$ cat src/rtl/fabm_pkg.sv
// Shared types and helpers for the FABM accumulator output stage.
package fabm_pkg;

    localparam int FABM_PROD_W = 42;
    localparam int FABM_ACC_W  = 48;
    localparam int FABM_SEXT_W = 64;

    typedef enum logic {ST_ACC, ST_OUT} state_t;

    // Sign-extends the assembled product to the widest supported accumulator.
    function automatic logic signed [FABM_SEXT_W-1:0] sext_prod(input logic [FABM_PROD_W-1:0] p);
        return FABM_SEXT_W'($signed(p));
    endfunction

endpackage

$ cat src/rtl/fabm_acc_out_stage_if.sv
// Product-in / result-out handshake bundle of the FABM accumulator output stage.
interface fabm_acc_out_stage_if #(
    parameter int PROD_W = 42,
    parameter int ACC_W  = 48
);
    logic [PROD_W-5:0]        prod_hi;
    logic [3:0]               prod_lo;
    logic                     in_valid;
    logic                     in_ready;
    logic                     acc_clr;
    logic signed [ACC_W-1:0]  res;
    logic                     out_valid;
    logic                     out_ready;
    logic                     ovf;

    modport master (
        output prod_hi, prod_lo, in_valid, acc_clr, out_ready,
        input  in_ready, res, out_valid, ovf
    );

    modport slave (
        input  prod_hi, prod_lo, in_valid, acc_clr, out_ready,
        output in_ready, res, out_valid, ovf
    );
endinterface

$ cat src/rtl/fabm_acc_add.sv
// Signed accumulator adder with overflow detect; FABM_ACC_SAT_EN selects clamping
// instead of two's-complement wrap on overflow.
module fabm_acc_add #(
    parameter int W = 48
) (
    input  logic signed [W-1:0] a_i,
    input  logic signed [W-1:0] b_i,
    output logic signed [W-1:0] sum_o,
    output logic                ovf_o
);
    logic signed [W-1:0] sum_raw;

    assign sum_raw = a_i + b_i;
    assign ovf_o   = (a_i[W-1] == b_i[W-1]) && (sum_raw[W-1] != a_i[W-1]);

`ifdef FABM_ACC_SAT_EN
    // Both operands share a sign on overflow, so a_i's sign picks the rail.
    function automatic logic signed [W-1:0] sat_rail(input logic neg);
        return neg ? {1'b1, {(W-1){1'b0}}} : {1'b0, {(W-1){1'b1}}};
    endfunction

    assign sum_o = ovf_o ? sat_rail(a_i[W-1]) : sum_raw;
`else
    assign sum_o = sum_raw;
`endif

endmodule

$ cat src/rtl/fabm_acc_out_stage.sv
// Assembles FABM products, sums PROD_PER_OUT of them and hands the result out on
// a valid/ready port. Optional saturation via FABM_ACC_SAT_EN (see fabm_acc_add).
module fabm_acc_out_stage
    import fabm_pkg::*;
#(
    parameter int PROD_W       = FABM_PROD_W,
    parameter int ACC_W        = FABM_ACC_W,
    parameter int PROD_PER_OUT = 4,
    parameter int CNT_W        = 8
) (
    input  logic                 clk,
    input  logic                 rst,
    fabm_acc_out_stage_if.slave  bus
);
    state_t                  state_q, state_d;
    logic [CNT_W-1:0]        cnt_q, cnt_d;
    logic signed [ACC_W-1:0] acc_q, acc_d;
    logic signed [ACC_W-1:0] res_q, res_d;
    logic                    out_valid_q, out_valid_d;
    logic                    ovf_q, ovf_d;

    logic [PROD_W-1:0]       prod_raw;
    logic signed [ACC_W-1:0] prod;
    logic signed [ACC_W-1:0] add_a, add_sum;
    logic                    add_ovf;
    logic                    in_ready, accept, cnt_zero, cnt_last;

    assign prod_raw = {bus.prod_hi, bus.prod_lo};
    assign prod     = ACC_W'(sext_prod(prod_raw));

    assign cnt_zero = (cnt_q == '0);
    assign cnt_last = (cnt_q == CNT_W'(PROD_PER_OUT - 1));

    // cnt is zero in ST_OUT, so a handoff accept starts the new group from zero.
    assign add_a = cnt_zero ? '0 : acc_q;

    fabm_acc_add #(.W(ACC_W)) u_add (
        .a_i   (add_a),
        .b_i   (prod),
        .sum_o (add_sum),
        .ovf_o (add_ovf)
    );

    always_comb begin
        in_ready = 1'b0;
        if (!bus.acc_clr) begin
            in_ready = (state_q == ST_ACC) ? 1'b1 : bus.out_ready;
        end
    end

    assign accept = bus.in_valid & in_ready;

    always_comb begin
        state_d     = state_q;
        cnt_d       = cnt_q;
        acc_d       = acc_q;
        res_d       = res_q;
        out_valid_d = out_valid_q;
        ovf_d       = ovf_q;

        if (bus.acc_clr) begin
            state_d     = ST_ACC;
            cnt_d       = '0;
            acc_d       = '0;
            out_valid_d = 1'b0;
            ovf_d       = 1'b0;
        end else if (accept) begin
            ovf_d = cnt_zero ? add_ovf : (ovf_q | add_ovf);
            if (cnt_last) begin
                res_d       = add_sum;
                out_valid_d = 1'b1;
                cnt_d       = '0;
                state_d     = ST_OUT;
            end else begin
                acc_d       = add_sum;
                cnt_d       = cnt_q + 1'b1;
                out_valid_d = 1'b0;
                state_d     = ST_ACC;
            end
        end else if (state_q == ST_OUT && bus.out_ready) begin
            out_valid_d = 1'b0;
            state_d     = ST_ACC;
        end
    end

    always_ff @(posedge clk) begin
        if (rst) begin
            state_q     <= ST_ACC;
            cnt_q       <= '0;
            acc_q       <= '0;
            res_q       <= '0;
            out_valid_q <= 1'b0;
            ovf_q       <= 1'b0;
        end else begin
            state_q     <= state_d;
            cnt_q       <= cnt_d;
            acc_q       <= acc_d;
            res_q       <= res_d;
            out_valid_q <= out_valid_d;
            ovf_q       <= ovf_d;
        end
    end

    assign bus.in_ready  = in_ready;
    assign bus.res       = res_q;
    assign bus.out_valid = out_valid_q;
    assign bus.ovf       = ovf_q;

endmodule

$ cat src/flat_wrapper.sv
// flat-port wrapper written by rule: the top's interface ports become plain ports
module fabm_acc_out_stage_flat import fabm_pkg::*;
#(
    parameter int PROD_W       = FABM_PROD_W,
    parameter int ACC_W        = FABM_ACC_W,
    parameter int PROD_PER_OUT = 4,
    parameter int CNT_W        = 8
)
  (clk, rst, bus_prod_hi, bus_prod_lo, bus_in_valid, bus_acc_clr, bus_out_ready, bus_in_ready, bus_res, bus_out_valid, bus_ovf);
  fabm_acc_out_stage_if #(.PROD_W(PROD_W), .ACC_W(ACC_W)) bus_i ();
  input  logic clk;
  input  logic rst;
  input wire logic [$bits(bus_i.prod_hi)-1:0] bus_prod_hi;
  input wire logic [$bits(bus_i.prod_lo)-1:0] bus_prod_lo;
  input wire logic [$bits(bus_i.in_valid)-1:0] bus_in_valid;
  input wire logic [$bits(bus_i.acc_clr)-1:0] bus_acc_clr;
  input wire logic [$bits(bus_i.out_ready)-1:0] bus_out_ready;
  output wire logic [$bits(bus_i.in_ready)-1:0] bus_in_ready;
  output wire logic [$bits(bus_i.res)-1:0] bus_res;
  output wire logic [$bits(bus_i.out_valid)-1:0] bus_out_valid;
  output wire logic [$bits(bus_i.ovf)-1:0] bus_ovf;
  assign bus_i.prod_hi = bus_prod_hi;
  assign bus_i.prod_lo = bus_prod_lo;
  assign bus_i.in_valid = bus_in_valid;
  assign bus_i.acc_clr = bus_acc_clr;
  assign bus_i.out_ready = bus_out_ready;
  assign bus_in_ready = bus_i.in_ready;
  assign bus_res = bus_i.res;
  assign bus_out_valid = bus_i.out_valid;
  assign bus_ovf = bus_i.ovf;
  fabm_acc_out_stage #(.PROD_W(PROD_W), .ACC_W(ACC_W), .PROD_PER_OUT(PROD_PER_OUT), .CNT_W(CNT_W)) u_core (.clk(clk), .rst(rst), .bus(bus_i));
endmodule
$ cat config.mk
export PLATFORM = sky130hd
export DESIGN_NAME = fabm_acc_out_stage_flat
export DESIGN_NICKNAME = d
export VERILOG_FILES = /design/src/rtl/fabm_pkg.sv /design/src/rtl/fabm_acc_out_stage_if.sv /design/src/rtl/fabm_acc_add.sv /design/src/rtl/fabm_acc_out_stage.sv /design/src/flat_wrapper.sv
export SDC_FILE = /design/constraint.sdc
export NUM_CORES = 1
export LEC_CHECK = 0
export ABC_CLOCK_PERIOD_IN_PS = 10800
export CAP_MARGIN = 30
export CORE_ASPECT_RATIO = 1.2
export CORE_UTILIZATION = 60
export DETAILED_ROUTE_END_ITERATION = 16
export PLACE_DENSITY = 0.86
export SYNTH_ARGS = -nofsm -noshare
export SYNTH_HDL_FRONTEND = slang
export SYNTH_SLANG_ARGS = --single-unit
export TNS_END_PERCENT = 30
$ cat constraint.sdc
create_clock -name clk -period 10.8 [get_ports clk]
set_input_delay 2.16 -clock clk [delete_from_list [all_inputs] [get_ports clk]]
set_output_delay 2.16 -clock clk [all_outputs]
set_load 0.05 [all_outputs]
# Word-level counts from Yosys, hierarchy flattened
# Index checks and enable logic that the tools add are counted.
[op_classes]
n_eq_ne = 3
div_mod_pow = 0
n_shift = 0
muxes = 8
n_addsub = 2
n_bitwise = 4
mul = 0
reduce_logical = 7
order_cmp = 0
[op_table]
columns = ["operator", "n"]
rows = [
  ["$add A48 B42 Y48", 1],
  ["$mux W48", 1],
  ["$add A8 B1 Y8 const B", 1],
  ["$eq A8 B2 Y1 const B", 1],
  ["$logic_not A8 Y1", 1],
  ["$mux W8", 1],
  ["$mux W1", 6],
  ["$reduce_and A3 Y1", 1],
  ["$logic_and A1 B1 Y1", 2],
  ["$not A1 Y1", 2],
  ["$reduce_and A2 Y1", 1],
  ["$reduce_bool A2 Y1", 1],
  ["$reduce_or A2 Y1", 1],
  ["$and A1 B1 Y1", 1],
  ["$eq A1 B1 Y1", 1],
  ["$ne A1 B1 Y1", 1],
  ["$or A1 B1 Y1", 1],
]
[word_totals]
latchBits = 0
register_bits = 106
input_bits = 47
memories = 0
wordCells = 29
romBits = 0
ramBits = 0
out_inout_bits = 51

# Logic depth before layout (Yosys ltp)
# Gate-level depths: netlist of run 1.
[depth]
ltp_word = 7
ltp_mapped = 16
depth_no_buf = 15

# Modules after synthesis
# From an unflattened synthesis of run 1, not the netlist that was laid out.
[unflattened]
hier_cells = 971
hier_area_um2 = 7373.3
[modules_own_cells]
columns = ["module", "n_inst", "cells_each", "seq_area_each_um2", "area_each_um2"]
rows = [
  ["fabm_acc_out_stage", 1, 555, 2122.0, 4444.3],
  ["fabm_acc_add", 1, 416, 0.0, 2929.1],
]

# Worst setup path after synthesis of run 1
# Ideal clock, no wire load.
[synth_timing]
path_type = "input -> output"
from = "in bus_out_ready"
to = "out bus_in_ready"
arrival_ps = 3032
path_slack_ps = 5608
n_path_buf = 0
required_time_ps = 8640
cell_stages = 2
cell_sequence = "nand2b_1 -> nor2b_1"
[synth_via]
elab_chain_len = 2
[synth_lines]
columns = ["element", "line", "text"]
rows = [
  ["from (decl)", "flat_wrapper.sv:17", "input wire logic [$bits(bus_i.out_ready)-1:0] bus_out_ready;"],
  ["$mux W1", "fabm_acc_out_stage.sv:47", "in_ready = (state_q == ST_ACC) ? 1'b1 : bus.out_ready;"],
  ["$mux W1", "fabm_acc_out_stage.sv:46", "if (!bus.acc_clr) begin"],
  ["to (decl)", "flat_wrapper.sv:18", "output wire logic [$bits(bus_i.in_ready)-1:0] bus_in_ready;"],
]
# Every way passes these cells.

# Worst setup path in the final report of run 1
# Ends and elaborated chain as after synthesis.

==> metrics.md, run 1 <==
| Metric | Value |
|---|---|
| Outcome | complete, no violations |
| Synth cell types | 70 |
| Portion of netlist area occupied by mux cells | 0.419% |
| Tcrit/Tclk final | 54.8% |
| Type of the worst setup path | input pin to primary output |
| Cell with the most instances on the worst path | sky130_fd_sc_hd__clkdlybuf4s50_1 |
| Startpoint of the lowest-slack register-to-register path | u_core.cnt_q[3]$_SDFFE_PP0P_ |
| Time the worst path needs with I/O delays and setup | 5.92 ns |
| Post-synth ARST share | 0% |
| Die area | 12400 um^2 |
| Critical Path Fanout Max | 3 |
| Later-pin clock latency in the skew report | 0.36 ns |
| # H-tree levels | 3 |
| Data arrival time of the critical path | 3.76 ns |
| WHS | 0.449 ns |
| Final hold vios | 0 |
| Number of nets in the synthesized netlist | 1048 |
| Cells resized by post-CTS repair | 0 |
| Max Buffers Root-to-Sink | 2 |
| Hold_sp | u_core.acc_q[33]$_SDFFE_PP0P_ |
| Average instance area after synthesis | 7.54 um^2 |
| Nets | 1109 |
| Parity-gate share of the synthesized area counting xor and xnor cells | 5.09% |
| Final wirelength | 18500 um |
| Sequential area share after synthesis | 29.6% |
| R2R Path End | u_core.acc_q[46]$_SDFFE_PP0P_ |
| GP Congestion | 0.922 |
| Category of the worst setup path launch point | input pin |
| Worst path setup slack after routing | 4.88 ns |
| Yosys warning total | 0 |
| Effective utilization at floorplan | 61.7% |
| Main flop type after synthesis | sky130_fd_sc_hd__dfxtp_1 |
| Layout overhead on the synthesized area | 17.9% |
| Min-delay worst type | flop to flop |
| Area contributors post-synth | sky130_fd_sc_hd__dfxtp_1 (30%), sky130_fd_sc_hd__nand2_1 (10%), sky130_fd_sc_hd__a21oi_1 (9.3%), sky130_fd_sc_hd__ha_1 (8.5%), sky130_fd_sc_hd__and2_1 (4.5%) |
| Cell type with the highest aggregate area in the netlist | sky130_fd_sc_hd__dfxtp_1 |
| Post-synthesis share of cell area spent on full adders, half adders and majority gates | 8.83% |
| Total clock sinks | 106 |
| Final standard cell count with taps included and fillers excluded | 1173 |
| Gate Count Post-Synth | 951 |
| Average wire length per cell after detail routing | 15.8 um |
| Setup Viol. Count Final | 0 |
| Area of the mapped netlist | 7170 um^2 |
| Worst slew slack as a fraction of its limit | 39.5% |
| Non-Filler Cell Area, Final | 8450 um^2 |
| Post-detail-place hpwl | 13300 um |
| Via count of the routed design | 6995 |
| Internal reg-to-reg setup slack | 5.72 ns |
| Max Slew Vio Count | 0 |
| Depth of the most critical reg-to-reg path | 16 |
| Synth Area in Compound Gates | 23.6% |
| Post-layout power | 835 uW |
| Num rows | 43 |
| X dimension of the die | 102 um |
| Via count of the first global-routing pass | 6740 |
| # DRC | 0 |
| Dominant combinational cell family by area after synthesis | simple AND/OR/NAND/NOR gates |
| Buf+Inv Stages, Crit Path | 2 |
| Cell chain of the critical path | clkdlybuf4s50_1, nand2b_1, nor2b_1, clkdlybuf4s50_1 |
| Wire length of the first global-routing pass | 31000 um |
| Cts hold-fix bufs | 0 |
| Maximum number of pins on one net before global-route repair | 47 |
| Transition at the pin with the smallest max-transition slack | 0.905 ns |
| Flops & latches, synth | 106 |
| Residual antenna-violating net count after detailed routing | 0 |
| Count of flip-flops with a built-in enable after synthesis | 0 |
| Cell with the largest stage delay on the worst path | sky130_fd_sc_hd__clkdlybuf4s50_1 |
| Simple logic cell fraction of the synthesized area | 27.8% |
| Number of detailed-route iterations in the first pass | 5 |
| Total power divided by cell area | 98.8 nW/um^2 |
| Max-Cap Viols | 0 |
| Placement Cell Area | 8160 um^2 |
| Destination of the worst hold path | u_core.acc_q[33]$_SDFFE_PP0P_ |
| Worst hold path stage count | 2 |
| IO buf count | 97 |
| Instance count after placement with tap cells included | 1158 |
| Antenna violations before repair | 0 |
| Post-Route Utilization | 72.7% |
| Via-to-Cell Ratio | 5.96 |
| Number of diodes | 0 |
| Delay of the slowest critical-path stage | 0.83 ns |
| Total Routing Usage GR | 31.6% |
| Final setup TNS | 0 ns |
| Required time at the worst-slack endpoint | 8.64 ns |
| Worst setup skew after layout | 0.00589 ns |
| Setup repair after global routing missed its margin | no |
| Placeable core region | 11600 um^2 |
| Post CTS Setup Buffer Count | 0 |
| Reg clk slew, reported paths | 0.07 ns |
| Timing-limited maximum frequency | 0.169 GHz |
| Clk root buf | sky130_fd_sc_hd__clkbuf_16 |
| Cell family with the largest share of critical-path delay | buffers and inverters |
| Endpoint type of the worst setup path | primary output |
| Detailed Route Iter0 Violations | 460 |
| Residual overflow from global routing | 0 |
| Worst-case setup slack after placement | 4.87 ns |
| TritonCTS Buffers | 9 |
| Share of final-layout standard cells stronger than drive strength 1 | 5.91% |
| Clock tree from TritonCTS | yes |
| IR Drop Worst-Case VDD | 62.6 uV |
| Number of ports placed on the die boundary | 98 |
| Static leakage power | 3.25 nW |
| Die outline height | 122 um |
| Post-synth top area share | 29.6% |
[state kept, by name, summed over array words and instances (netlist names)]
signal and flops:
u_core.bus.ovf 1, u_core.bus.res 48, u_core.acc_q 48, u_core.cnt_q 8, u_core.state_q 1
[cell families after synthesis]
group                    after synthesis
AND/OR/NAND/NOR                      417
multiplexers                           3
XOR/XNOR                              40
buffers and inverters                 70
adder cells (fa/ha/maj)               50
flip-flops                           106
AO/OA/AOI/OAI                        265
[worst register-to-register path, stage by stage (launching register included)]
cell                        delay [ns]
sky130_fd_sc_hd__dfxtp_1          0.35
sky130_fd_sc_hd__or4_1            0.55
sky130_fd_sc_hd__nor3_2           0.26
sky130_fd_sc_hd__nand2_1          0.48
sky130_fd_sc_hd__buf_4            0.42
sky130_fd_sc_hd__and2_1           0.20
sky130_fd_sc_hd__ha_1             0.21
sky130_fd_sc_hd__fa_1             0.44
sky130_fd_sc_hd__a211oi_2         0.32
sky130_fd_sc_hd__o2111ai_4        0.18
sky130_fd_sc_hd__nand3_4          0.11
sky130_fd_sc_hd__a211oi_4         0.08
sky130_fd_sc_hd__a2111oi_2        0.72
sky130_fd_sc_hd__o21ai_2          0.16
sky130_fd_sc_hd__a41oi_2          0.26
sky130_fd_sc_hd__or4_1            0.16
sky130_fd_sc_hd__nand3_1          0.07
[per-layer routing]
metal  track usage [%]  vias up  part of all wire (%)
met5                 0        -                     0
met1              40.7     3275                    44
met3              5.51       35                   6.2
met4              11.1        0                   2.0
li1                  -     3465                     -
met2              52.8      220                    48
[Yosys cell counts (all sizes together) (2+ instances only)]
library cell / instances
o31ai: 5
a21boi: 3
clkbuf: 43
xnor2: 25
nand3: 39
nand4b: 5
a311o: 2
a41oi: 2
and2: 52
nand3b: 10
a21o: 19
nand2b: 8
mux2i: 3
xor2: 14
o21bai: 7
and3: 9
nor3: 13
a31oi: 9
nor2: 47
or3: 4
buf: 10
or4: 9
or2: 2
a31o: 2
a211oi: 22
nand4: 14
o21a: 3
dfxtp: 106
nor2b: 2
o211ai: 8
inv: 15
ha: 49
a21oi: 138
o21ai: 36
nand2: 200
[report_power, final]
part / switching (mW) / internal, mW
Clock: 0.151 / 0.186
Combinational: 0.0611 / 0.0404
Sequential: 0.00207 / 0.395
Total: 0.215 / 0.621
[area by class of cell]
cell class	count	area, um^2
multi-input cells	775	4730
fillers	932	3170
flip-flops and latches	106	2120
repair buffers	105	1050
clock buffers	11	243
well taps	157	196
inverters	15	56.3
clock inverters	4	51.3
[how the worst max path moves through the flow]
stage	start	to	slack, ns	cells after the start
floorplan	bus_out_ready	bus_in_ready	5.61	2
global placement	bus_out_ready	bus_in_ready	4.93	4
CTS	bus_out_ready	bus_in_ready	4.87	4
global route	bus_out_ready	bus_in_ready	4.77	4
detailed placement	bus_out_ready	bus_in_ready	4.87	4
finish	bus_out_ready	bus_in_ready	4.88	4
[placed cells by master (no fill, tap or decap), types with 12 or more instances in the layout]
cell and n:
sky130_fd_sc_hd__nor3_1 12, sky130_fd_sc_hd__nand3_1 38, sky130_fd_sc_hd__xor2_1 14, sky130_fd_sc_hd__a21oi_1 133, sky130_fd_sc_hd__a211oi_1 17, sky130_fd_sc_hd__a21o_1 15
sky130_fd_sc_hd__nor2_1 45, sky130_fd_sc_hd__and2_1 52, sky130_fd_sc_hd__inv_1 15, sky130_fd_sc_hd__ha_1 49, sky130_fd_sc_hd__xnor2_1 25, sky130_fd_sc_hd__clkdlybuf4s50_1 96
sky130_fd_sc_hd__dfxtp_1 106, sky130_fd_sc_hd__o21ai_0 27, sky130_fd_sc_hd__nand4_1 13, sky130_fd_sc_hd__nand2_1 200
Power figures use the tool's default switching activity.
==> run 2, diff against run 1 <==
ABC_CLOCK_PERIOD_IN_PS = 4900   (was 10800)
CORE_UTILIZATION = 51   (was 60)
PLACE_DENSITY = 0.78   (was 0.86)
clock period = 4.9 ns   (was 10.8 ns; I/O delays follow)
==> run 2 against run 1 <==
Count of clock-buffer cells in the layout stayed put; sequential power is 120% higher; combinational power is 130% higher; register-to-register slack worse by 5.3 ns; power is 120% higher; clock power is 120% higher; critical path type is now flop to flop; critical endpoint is now u_core.bus.res[47]$_SDFFE_PP0P_.
==> metrics.md, run 2 (synthesis gave the netlist of run 1 again) <==
| Metric | Value |
|---|---|
| Most frequent standard cell in the layout excluding fill and tap cells | sky130_fd_sc_hd__nand2_1 (unchanged) |
| Combinational Power Share | 12.3% (was 12.1%) |
| Die area | 14500 um^2 (was 12400 um^2) |
| Endpoint type of the worst setup path | flop (was primary output) |
| Maximum number of pins on one net before global-route repair | 40 (was 47) |
| Min-delay worst type | flop to flop (unchanged) |
| Worst slew slack as a fraction of its limit | 35.6% (was 39.5%) |
| Cts hold-fix bufs | 0 (unchanged) |
| IO buf count | 97 (unchanged) |
| Number of diodes | 0 (unchanged) |
| WHS | 0.450 ns (was 0.449 ns) |
| Effective utilization at floorplan | 52.1% (was 61.7%) |
| Number of detailed-route iterations in the first pass | 6 (was 5) |
| Max Buffers Root-to-Sink | 2 (unchanged) |
| Type of the worst setup path | flop to flop (was input pin to primary output) |
| Total power divided by cell area | 217 nW/um^2 (was 98.8 nW/um^2) |
| Nets | 1111 (was 1109) |
| Later-pin clock latency in the skew report | 0.36 ns (about the same) |
| Tcrit/Tclk final | 90.8% |
| Internal Power | 1.36 mW (was 621 uW) |
| Transition at the pin with the smallest max-transition slack | 0.963 ns (was 0.905 ns) |
| Max-Cap Viols | 0 (unchanged) |
| Via count of the routed design | 7005 (was 6995) |
| Post-layout power | 1.85 mW (was 835 uW) |
| Required time at the worst-slack endpoint | 5.17 ns (was 8.64 ns) |
| Setup repair after global routing missed its margin | no (unchanged) |
| Timing-limited maximum frequency | 0.225 GHz |
| Wire length of the first global-routing pass | 32100 um (was 31000 um) |
| Post-detail-place hpwl | 14100 um (was 13300 um) |
| Worst setup skew after layout | 0.00993 ns (was 0.00589 ns) |
| IR Drop Worst-Case VDD | 140 uV (was 62.6 uV) |
| Clk root buf | sky130_fd_sc_hd__clkbuf_16 (unchanged) |
| Final wirelength | 19500 um (was 18500 um) |
| X dimension of the die | 110 um (was 102 um) |
| Clock tree from TritonCTS | yes (unchanged) |
| Reg clk slew, reported paths | 0.08 ns (was 0.07 ns) |
| Residual overflow from global routing | 0 (unchanged) |
| Most frequent cells in the layout | sky130_fd_sc_hd__nand2_1 (200), sky130_fd_sc_hd__a21oi_1 (133), sky130_fd_sc_hd__dfxtp_1 (106) (unchanged) |
| Max Slew Vio Count | 0 (unchanged) |
| Number of ports placed on the die boundary | 98 (unchanged) |
| # H-tree levels | 3 (unchanged) |
| Num rows | 47 (was 43) |
| Average wire length per cell after detail routing | 16.3 um (was 15.8 um) |
| # DRC | 0 (unchanged) |
| Final hold vios | 0 (unchanged) |
| Critical Path Fanout Max | 15 (was 3) |
| Time the worst path needs with I/O delays and setup | 4.45 ns |
| Detailed Route Iter0 Violations | 547 (was 460) |
| Switching share of power | 26.3% (was 25.7%) |
| Net switching power | 486 uW (was 215 uW) |
| Layout overhead on the synthesized area | 18.7% (was 17.9%) |
| Final setup TNS | 0 ns (unchanged) |
| Static leakage power | 3.27 nW (was 3.25 nW) |
| Antenna violations before repair | 0 (unchanged) |
| Setup Viol. Count Final | 0 (unchanged) |
| Placeable core region | 13800 um^2 (was 11600 um^2) |
| Via count of the first global-routing pass | 6672 (was 6740) |
| Post-Route Utilization | 61.8% (was 72.7%) |
| Category of the worst setup path launch point | flop (was input pin) |
| Outcome | complete, no violations (unchanged) |
| Total Routing Usage GR | 27.8% (was 31.6%) |
| Residual antenna-violating net count after detailed routing | 0 (unchanged) |
| Data arrival time of the critical path | 4.72 ns (was 3.76 ns) |
| Filler Cells Inserted | 1296 (was 932) |
| Share of final-layout standard cells stronger than drive strength 1 | 6.18% (was 5.91%) |
| TritonCTS Buffers | 9 (unchanged) |
| Relative contribution of the clock network to total power | 40.3% (about the same) |
| Via-to-Cell Ratio | 5.89 (was 5.96) |
| Die outline height | 132 um (was 122 um) |
| Total clock sinks | 106 (unchanged) |
| Proportion of power drawn by flip-flops and latches | 47.3% (was 47.5%) |
| GP Congestion | 0.975 (was 0.922) |
-- run 2: worst paths after layout --
check	startpoint	slack [ns]	endpoint	cells after the start
min reg2reg	u_core.acc_q[16]$_SDFFE_PP0P_	0.45	u_core.acc_q[16]$_SDFFE_PP0P_	2
max reg2reg	u_core.cnt_q[3]$_SDFFE_PP0P_	0.45	u_core.bus.res[47]$_SDFFE_PP0P_	15
max	u_core.cnt_q[3]$_SDFFE_PP0P_	0.45	u_core.bus.res[47]$_SDFFE_PP0P_	15
min	u_core.acc_q[16]$_SDFFE_PP0P_	0.45	u_core.acc_q[16]$_SDFFE_PP0P_	2
-- run 2: worst max-delay path, stage by stage, from the launching register on --
cell                       delay (ns)
sky130_fd_sc_hd__dfxtp_1         0.35
sky130_fd_sc_hd__or4_1           0.57
sky130_fd_sc_hd__nor3_2          0.26
sky130_fd_sc_hd__nand2_1         0.28
sky130_fd_sc_hd__buf_4           0.27
sky130_fd_sc_hd__and2_1          0.17
sky130_fd_sc_hd__ha_1            0.39
sky130_fd_sc_hd__a21oi_2         0.21
sky130_fd_sc_hd__o21ai_1         0.14
sky130_fd_sc_hd__a221oi_1        0.32
sky130_fd_sc_hd__nand3_1         0.11
sky130_fd_sc_hd__a31o_2          0.31
sky130_fd_sc_hd__a31oi_4         0.25
sky130_fd_sc_hd__o21ai_2         0.14
sky130_fd_sc_hd__xor3_1          0.39
sky130_fd_sc_hd__o31ai_2         0.19
-- run 2: cell type report --
cell class	count	area (um^2)	share of cell area (%)
clock inverters	5	61.3	0.720
clock buffers	11	233	2.73
inverters	15	56.3	0.662
multi-input cells	775	4750	55.8
flip-flops and latches	106	2120	24.9
well taps	171	214	2.51
repair buffers	107	1070	12.6
-- run 2: metal layers --
metal | vias to the layer above | GRT usage (%) | wire length, um
met5 | - | 0 | 0
met4 | 0 | 8.99 | 390
met3 | 34 | 3.95 | 1000
met2 | 228 | 45.4 | 9220
met1 | 3269 | 37.3 | 8840
li1 | 3474 | - | -
-- run 2: what timing repair did --
item / CTS / global route
resized for setup: 0 / 2
setup endpoints to repair: 0 / 15
buffers inserted: 0 / 0
hold endpoints to repair: 0 / 0
-- run 2: through the flow --
step                      instances  setup slack (ns)  area (um^2)
after global placement         1172             0.424         8150
after global routing           1190           0.00310         8510
after detailed placement       1174             0.316         8200
final                          1190             0.451         8510
after floorplan                 951             0.878         7170
after CTS                      1190             0.288         8490
-- run 2: power groups by stage --
| stage | logic (mW) | clock network (mW) | registers, mW |
|---|---|---|---|
| finish | 0.228 | 0.745 | 0.875 |
| global route | 0.249 | 0.781 | 0.876 |
| CTS | 0.225 | 0.751 | 0.875 |
| detailed placement | 0.224 | 0 | 0.895 |
| global placement | 0.219 | 0 | 0.895 |
| floorplan | 0.143 | 0 | 0.894 |
==> run 3, diff against run 2 <==
ABC_AREA = 1   (was unset)
CORE_UTILIZATION = 52   (was 51)
==> run 3 against run 2 <==
Non-clock buffer count is the same; first-iteration DRC count grew 4.8%; critical endpoint is now u_core.bus.res[44]$_SDFFE_PP0P_; core utilization grew 1.1 points.
==> metrics.md, run 3 <==
| Metric | Value |
|---|---|
| Outcome | complete, no violations (unchanged) |
| Max-Cap Viols | 0 (unchanged) |
| Endpoint type of the worst setup path | flop (unchanged) |
| Worst path setup slack after routing | 1.26 ns (was 0.451 ns) |
| Die outline height | 142 um (was 132 um) |
| Layout overhead on the synthesized area | 17.1% (was 18.7%) |
| Max Slew Vio Count | 0 (unchanged) |
| Cts hold-fix bufs | 0 (unchanged) |
| Min-delay worst type | flop to flop (unchanged) |
| Worst-case setup slack after placement | 1.23 ns (was 0.316 ns) |
| Time the worst path needs with I/O delays and setup | 3.64 ns (was 4.45 ns) |
| Worst setup skew after layout | 0.00808 ns (was 0.00993 ns) |
| Post-Route Utilization | 63.0% (was 61.8%) |
| Max Buffers Root-to-Sink | 2 (unchanged) |
| Maximum number of pins on one net before global-route repair | 43 (was 40) |
| Cell with the largest stage delay on the worst path | sky130_fd_sc_hd__fa_1 (was sky130_fd_sc_hd__or4_1) |
| Flops & latches, synth | 106 (unchanged) |
| IR Drop Worst-Case VDD | 149 uV (was 140 uV) |
| Internal reg-to-reg setup slack | 1.26 ns (was 0.45 ns) |
| Critical Path Fanout Max | 25 (was 15) |
| Nets | 1659 (was 1111) |
| Clk root buf | sky130_fd_sc_hd__clkbuf_16 (unchanged) |
| Startpoint of the lowest-slack register-to-register path | u_core.cnt_q[5]$_SDFFE_PP0P_ (was u_core.cnt_q[3]$_SDFFE_PP0P_) |
| Number of ports placed on the die boundary | 98 (unchanged) |
| GP Congestion | 1.01 (was 0.975) |
| Setup Viol. Count Final | 0 (unchanged) |
| Timing-limited maximum frequency | 0.275 GHz (was 0.225 GHz) |
| Hold_sp | u_core.acc_q[0]$_SDFFE_PP0P_ (was u_core.acc_q[16]$_SDFFE_PP0P_) |
| Total power divided by cell area | 200 nW/um^2 (was 217 nW/um^2) |
| Final wirelength | 26900 um (was 19500 um) |
| # DRC | 0 (unchanged) |
| Type of the worst setup path | flop to flop (unchanged) |
| Via-to-Cell Ratio | 5.14 (was 5.89) |
| Number of detailed-route iterations in the first pass | 8 (was 6) |
| Most frequent standard cell in the layout excluding fill and tap cells | sky130_fd_sc_hd__nand2_1 (unchanged) |
| Main flop type after synthesis | sky130_fd_sc_hd__dfxtp_1 (unchanged) |
| Residual overflow from global routing | 0 (unchanged) |
| Worst hold path stage count | 2 (unchanged) |
| IO buf count | 97 (unchanged) |
| Residual antenna-violating net count after detailed routing | 0 (unchanged) |
| Post-detail-place hpwl | 21300 um (was 14100 um) |
| Tcrit/Tclk final | 74.3% (was 90.8%) |
| Detailed Route Iter0 Violations | 573 (was 547) |
| Via count of the routed design | 9132 (was 7005) |
| Static leakage power | 5.25 nW (was 3.27 nW) |
| Post-synth ARST share | 0% (unchanged) |
| Transition at the pin with the smallest max-transition slack | 0.809 ns (was 0.963 ns) |
| Category of the worst setup path launch point | flop (unchanged) |
| Destination of the worst hold path | u_core.acc_q[0]$_SDFFE_PP0P_ (was u_core.acc_q[16]$_SDFFE_PP0P_) |
| Die area | 16900 um^2 (was 14500 um^2) |
| Average wire length per cell after detail routing | 15.2 um (was 16.3 um) |
| Instance count after placement with tap cells included | 1759 (was 1174) |
| Final hold vios | 0 (unchanged) |
| Post-synth top area share | 24.9% (was 29.6%) |
| Yosys warning total | 0 (unchanged) |
| Final setup TNS | 0 ns (unchanged) |
| Delay of the slowest critical-path stage | 0.53 ns (was 0.57 ns) |
| Synth cell types | 41 (was 70) |
| Number of nets in the synthesized netlist | 1578 (was 1048) |
| # H-tree levels | 3 (unchanged) |
| Area of the mapped netlist | 8510 um^2 (was 7170 um^2) |
| Effective utilization at floorplan | 53.8% (was 52.1%) |
| Average instance area after synthesis | 5.75 um^2 (was 7.54 um^2) |
| Post CTS Setup Buffer Count | 0 (unchanged) |
| Cells resized by post-CTS repair | 0 (unchanged) |
| R2R Path End | u_core.bus.res[44]$_SDFFE_PP0P_ (was u_core.bus.res[47]$_SDFFE_PP0P_) |
| Total clock sinks | 106 (unchanged) |
| Via count of the first global-routing pass | 8538 (was 6672) |
| Final standard cell count with taps included and fillers excluded | 1775 (was 1190) |
| Setup repair after global routing missed its margin | no (unchanged) |
| Gate Count Post-Synth | 1481 (was 951) |
| Data arrival time of the critical path | 3.91 ns (was 4.72 ns) |
| Count of flip-flops with a built-in enable after synthesis | 0 (unchanged) |
| Post-layout power | 1.99 mW (was 1.85 mW) |
| Area contributors post-synth | sky130_fd_sc_hd__dfxtp_1 (25%), sky130_fd_sc_hd__nand2_1 (17%), sky130_fd_sc_hd__inv_1 (13%), sky130_fd_sc_hd__nor2_1 (10%), sky130_fd_sc_hd__ha_1 (7.2%) (was sky130_fd_sc_hd__dfxtp_1 (30%), sky130_fd_sc_hd__nand2_1 (10%), sky130_fd_sc_hd__a21oi_1 (9.3%), sky130_fd_sc_hd__ha_1 (8.5%), sky130_fd_sc_hd__and2_1 (4.5%)) |
| Sequential area share after synthesis | 24.9% (was 29.6%) |
| Clock tree from TritonCTS | yes (unchanged) |
| Cell type with the highest aggregate area in the netlist | sky130_fd_sc_hd__dfxtp_1 (unchanged) |
| TritonCTS Buffers | 9 (unchanged) |
| Depth of the most critical reg-to-reg path | 20 (was 15) |
| Cell chain of the critical path | nor2_1, and3_1, nand3_1, inv_1, buf_4, nor2_1, ha_1, fa_1, nand3_1, nand3_1, nand2_1, nand3_1, nand2_1, nand2_1, nand2_1, nand3_1, nand2_1, nand3_1, nand2_1, inv_1 (was or4_1, nor3_2, nand2_1, buf_4, and2_1, ha_1, a21oi_2, o21ai_1, a221oi_1, nand3_1, a31o_2, a31oi_4, o21ai_2, xor3_1, o31ai_2) |
| Share of final-layout standard cells stronger than drive strength 1 | 4.02% (was 6.18%) |
| Reg clk slew, reported paths | 0.08 ns (about the same) |
| Total Routing Usage GR | 32.7% (was 27.8%) |
| Antenna violations before repair | 0 (unchanged) |
| Worst slew slack as a fraction of its limit | 45.9% (was 35.6%) |
| Synth top cells by count | sky130_fd_sc_hd__nand2_1 (392), sky130_fd_sc_hd__inv_1 (295), sky130_fd_sc_hd__nor2_1 (231) (was sky130_fd_sc_hd__nand2_1 (200), sky130_fd_sc_hd__a21oi_1 (133), sky130_fd_sc_hd__dfxtp_1 (106)) |
| Number of diodes | 0 (unchanged) |
| Num rows | 50 (was 47) |
| Required time at the worst-slack endpoint | 5.17 ns (about the same) |
| Placeable core region | 15800 um^2 (was 13800 um^2) |
| Wire length of the first global-routing pass | 42900 um (was 32100 um) |
| Later-pin clock latency in the skew report | 0.37 ns (was 0.36 ns) |
| Most frequent cells in the layout | sky130_fd_sc_hd__nand2_1 (392), sky130_fd_sc_hd__inv_1 (295), sky130_fd_sc_hd__nor2_1 (231) (was sky130_fd_sc_hd__nand2_1 (200), sky130_fd_sc_hd__a21oi_1 (133), sky130_fd_sc_hd__dfxtp_1 (106)) |
| Most common cell in the synthesized netlist | sky130_fd_sc_hd__nand2_1 (unchanged) |
| Filler Cells Inserted | 1640 (was 1296) |
| X dimension of the die | 119 um (was 110 um) |
==> run 3: cell count changes after synthesis, moves of 22 or more <==
cell                       previous run  this run
sky130_fd_sc_hd__and2_1              52         1
sky130_fd_sc_hd__nor2_1              47       231
sky130_fd_sc_hd__a21oi_1            133        96
sky130_fd_sc_hd__clkbuf_1            39        14
sky130_fd_sc_hd__nand3_1             38       106
sky130_fd_sc_hd__nand2_1            200       392
sky130_fd_sc_hd__inv_1               15       295
sky130_fd_sc_hd__xnor2_1             25         3
==> run 3: critical path: cells and delay by family (launching register included) <==
kind	cells	cell delay, ns
DFF	1	0.35
adders and majority gates	2	0.81
and+or+nand+nor	15	1.88
buffers and inverters	3	0.48
==> run 3: area by class of cell <==
cell class                      instances  area [um^2]  share of cell area (%)
Clock inverter                          7          108                    1.08
Inverter                              303         1140                    11.4
Tap cell                              208          260                    2.61
Sequential cell                       106         2120                    21.3
Clock buffer                            9          225                    2.26
Multi-Input combinational cell       1035         5060                    50.7
Timing Repair Buffer                  107         1060                    10.6
==> run 3: worst max-delay path by stage <==
stage | start | end | slack (ns) | cells after the start
2_1_floorplan | u_core.cnt_q[5]$_SDFFE_PP0P_ | u_core.acc_q[16]$_SDFFE_PP0P_ | 2.07 | 18
3_3_place_gp | bus_prod_lo[0] | u_core.acc_q[44]$_SDFFE_PP0P_ | 1.23 | 15
3_5_place_dp | bus_prod_lo[0] | u_core.bus.res[44]$_SDFFE_PP0P_ | 1.23 | 15
4_1_cts | u_core.cnt_q[5]$_SDFFE_PP0P_ | u_core.bus.res[44]$_SDFFE_PP0P_ | 1.34 | 20
5_1_grt | u_core.cnt_q[5]$_SDFFE_PP0P_ | u_core.bus.res[32]$_SDFFE_PP0P_ | 1.03 | 20
6_report | u_core.cnt_q[5]$_SDFFE_PP0P_ | u_core.bus.res[44]$_SDFFE_PP0P_ | 1.26 | 20
==> run 3: where the power goes <==
part	switching, mW	total [mW]	leakage, nW	internal [mW]
sequential	0.00384	0.878	0.858	0.874
clock	0.386	0.847	0.166	0.461
combinational	0.170	0.265	4.23	0.0944
==> run 3: kinds of logic (layout without fill, tap and decap cells) <==
| logic type | after synthesis | after routing | share of synthesized area (%) |
|---|---|---|---|
| buffers and inverters | 340 | 426 | 15.7 |
| adder cells (fa/ha/maj) | 50 | 50 | 7.44 |
| AND/OR/NAND/NOR | 794 | 794 | 38.9 |
| AO/OA/AOI/OAI | 171 | 171 | 11.0 |
| XOR/XNOR | 20 | 20 | 2.06 |
| flip-flops | 106 | 106 | 24.9 |
==> run 3: metal layers <==
layer / vias up / GRT usage [%] / part of all wire, %
met1: 4130 / 38.6 / 42
li1: 4696 / - / -
met4: 0 / 13.3 / 3.4
met3: 52 / 2.48 / 4.0
met5: - / 0 / 0
met2: 254 / 61.0 / 50
==> run 3: stage by stage <==
step / hold WS, ns / area [um^2]
global route: 0.477 / 9970
finish: 0.456 / 9970
global placement: 0.443 / 9610
floorplan: 0.430 / 8510
CTS: 0.460 / 9970
detailed placement: 0.448 / 9630
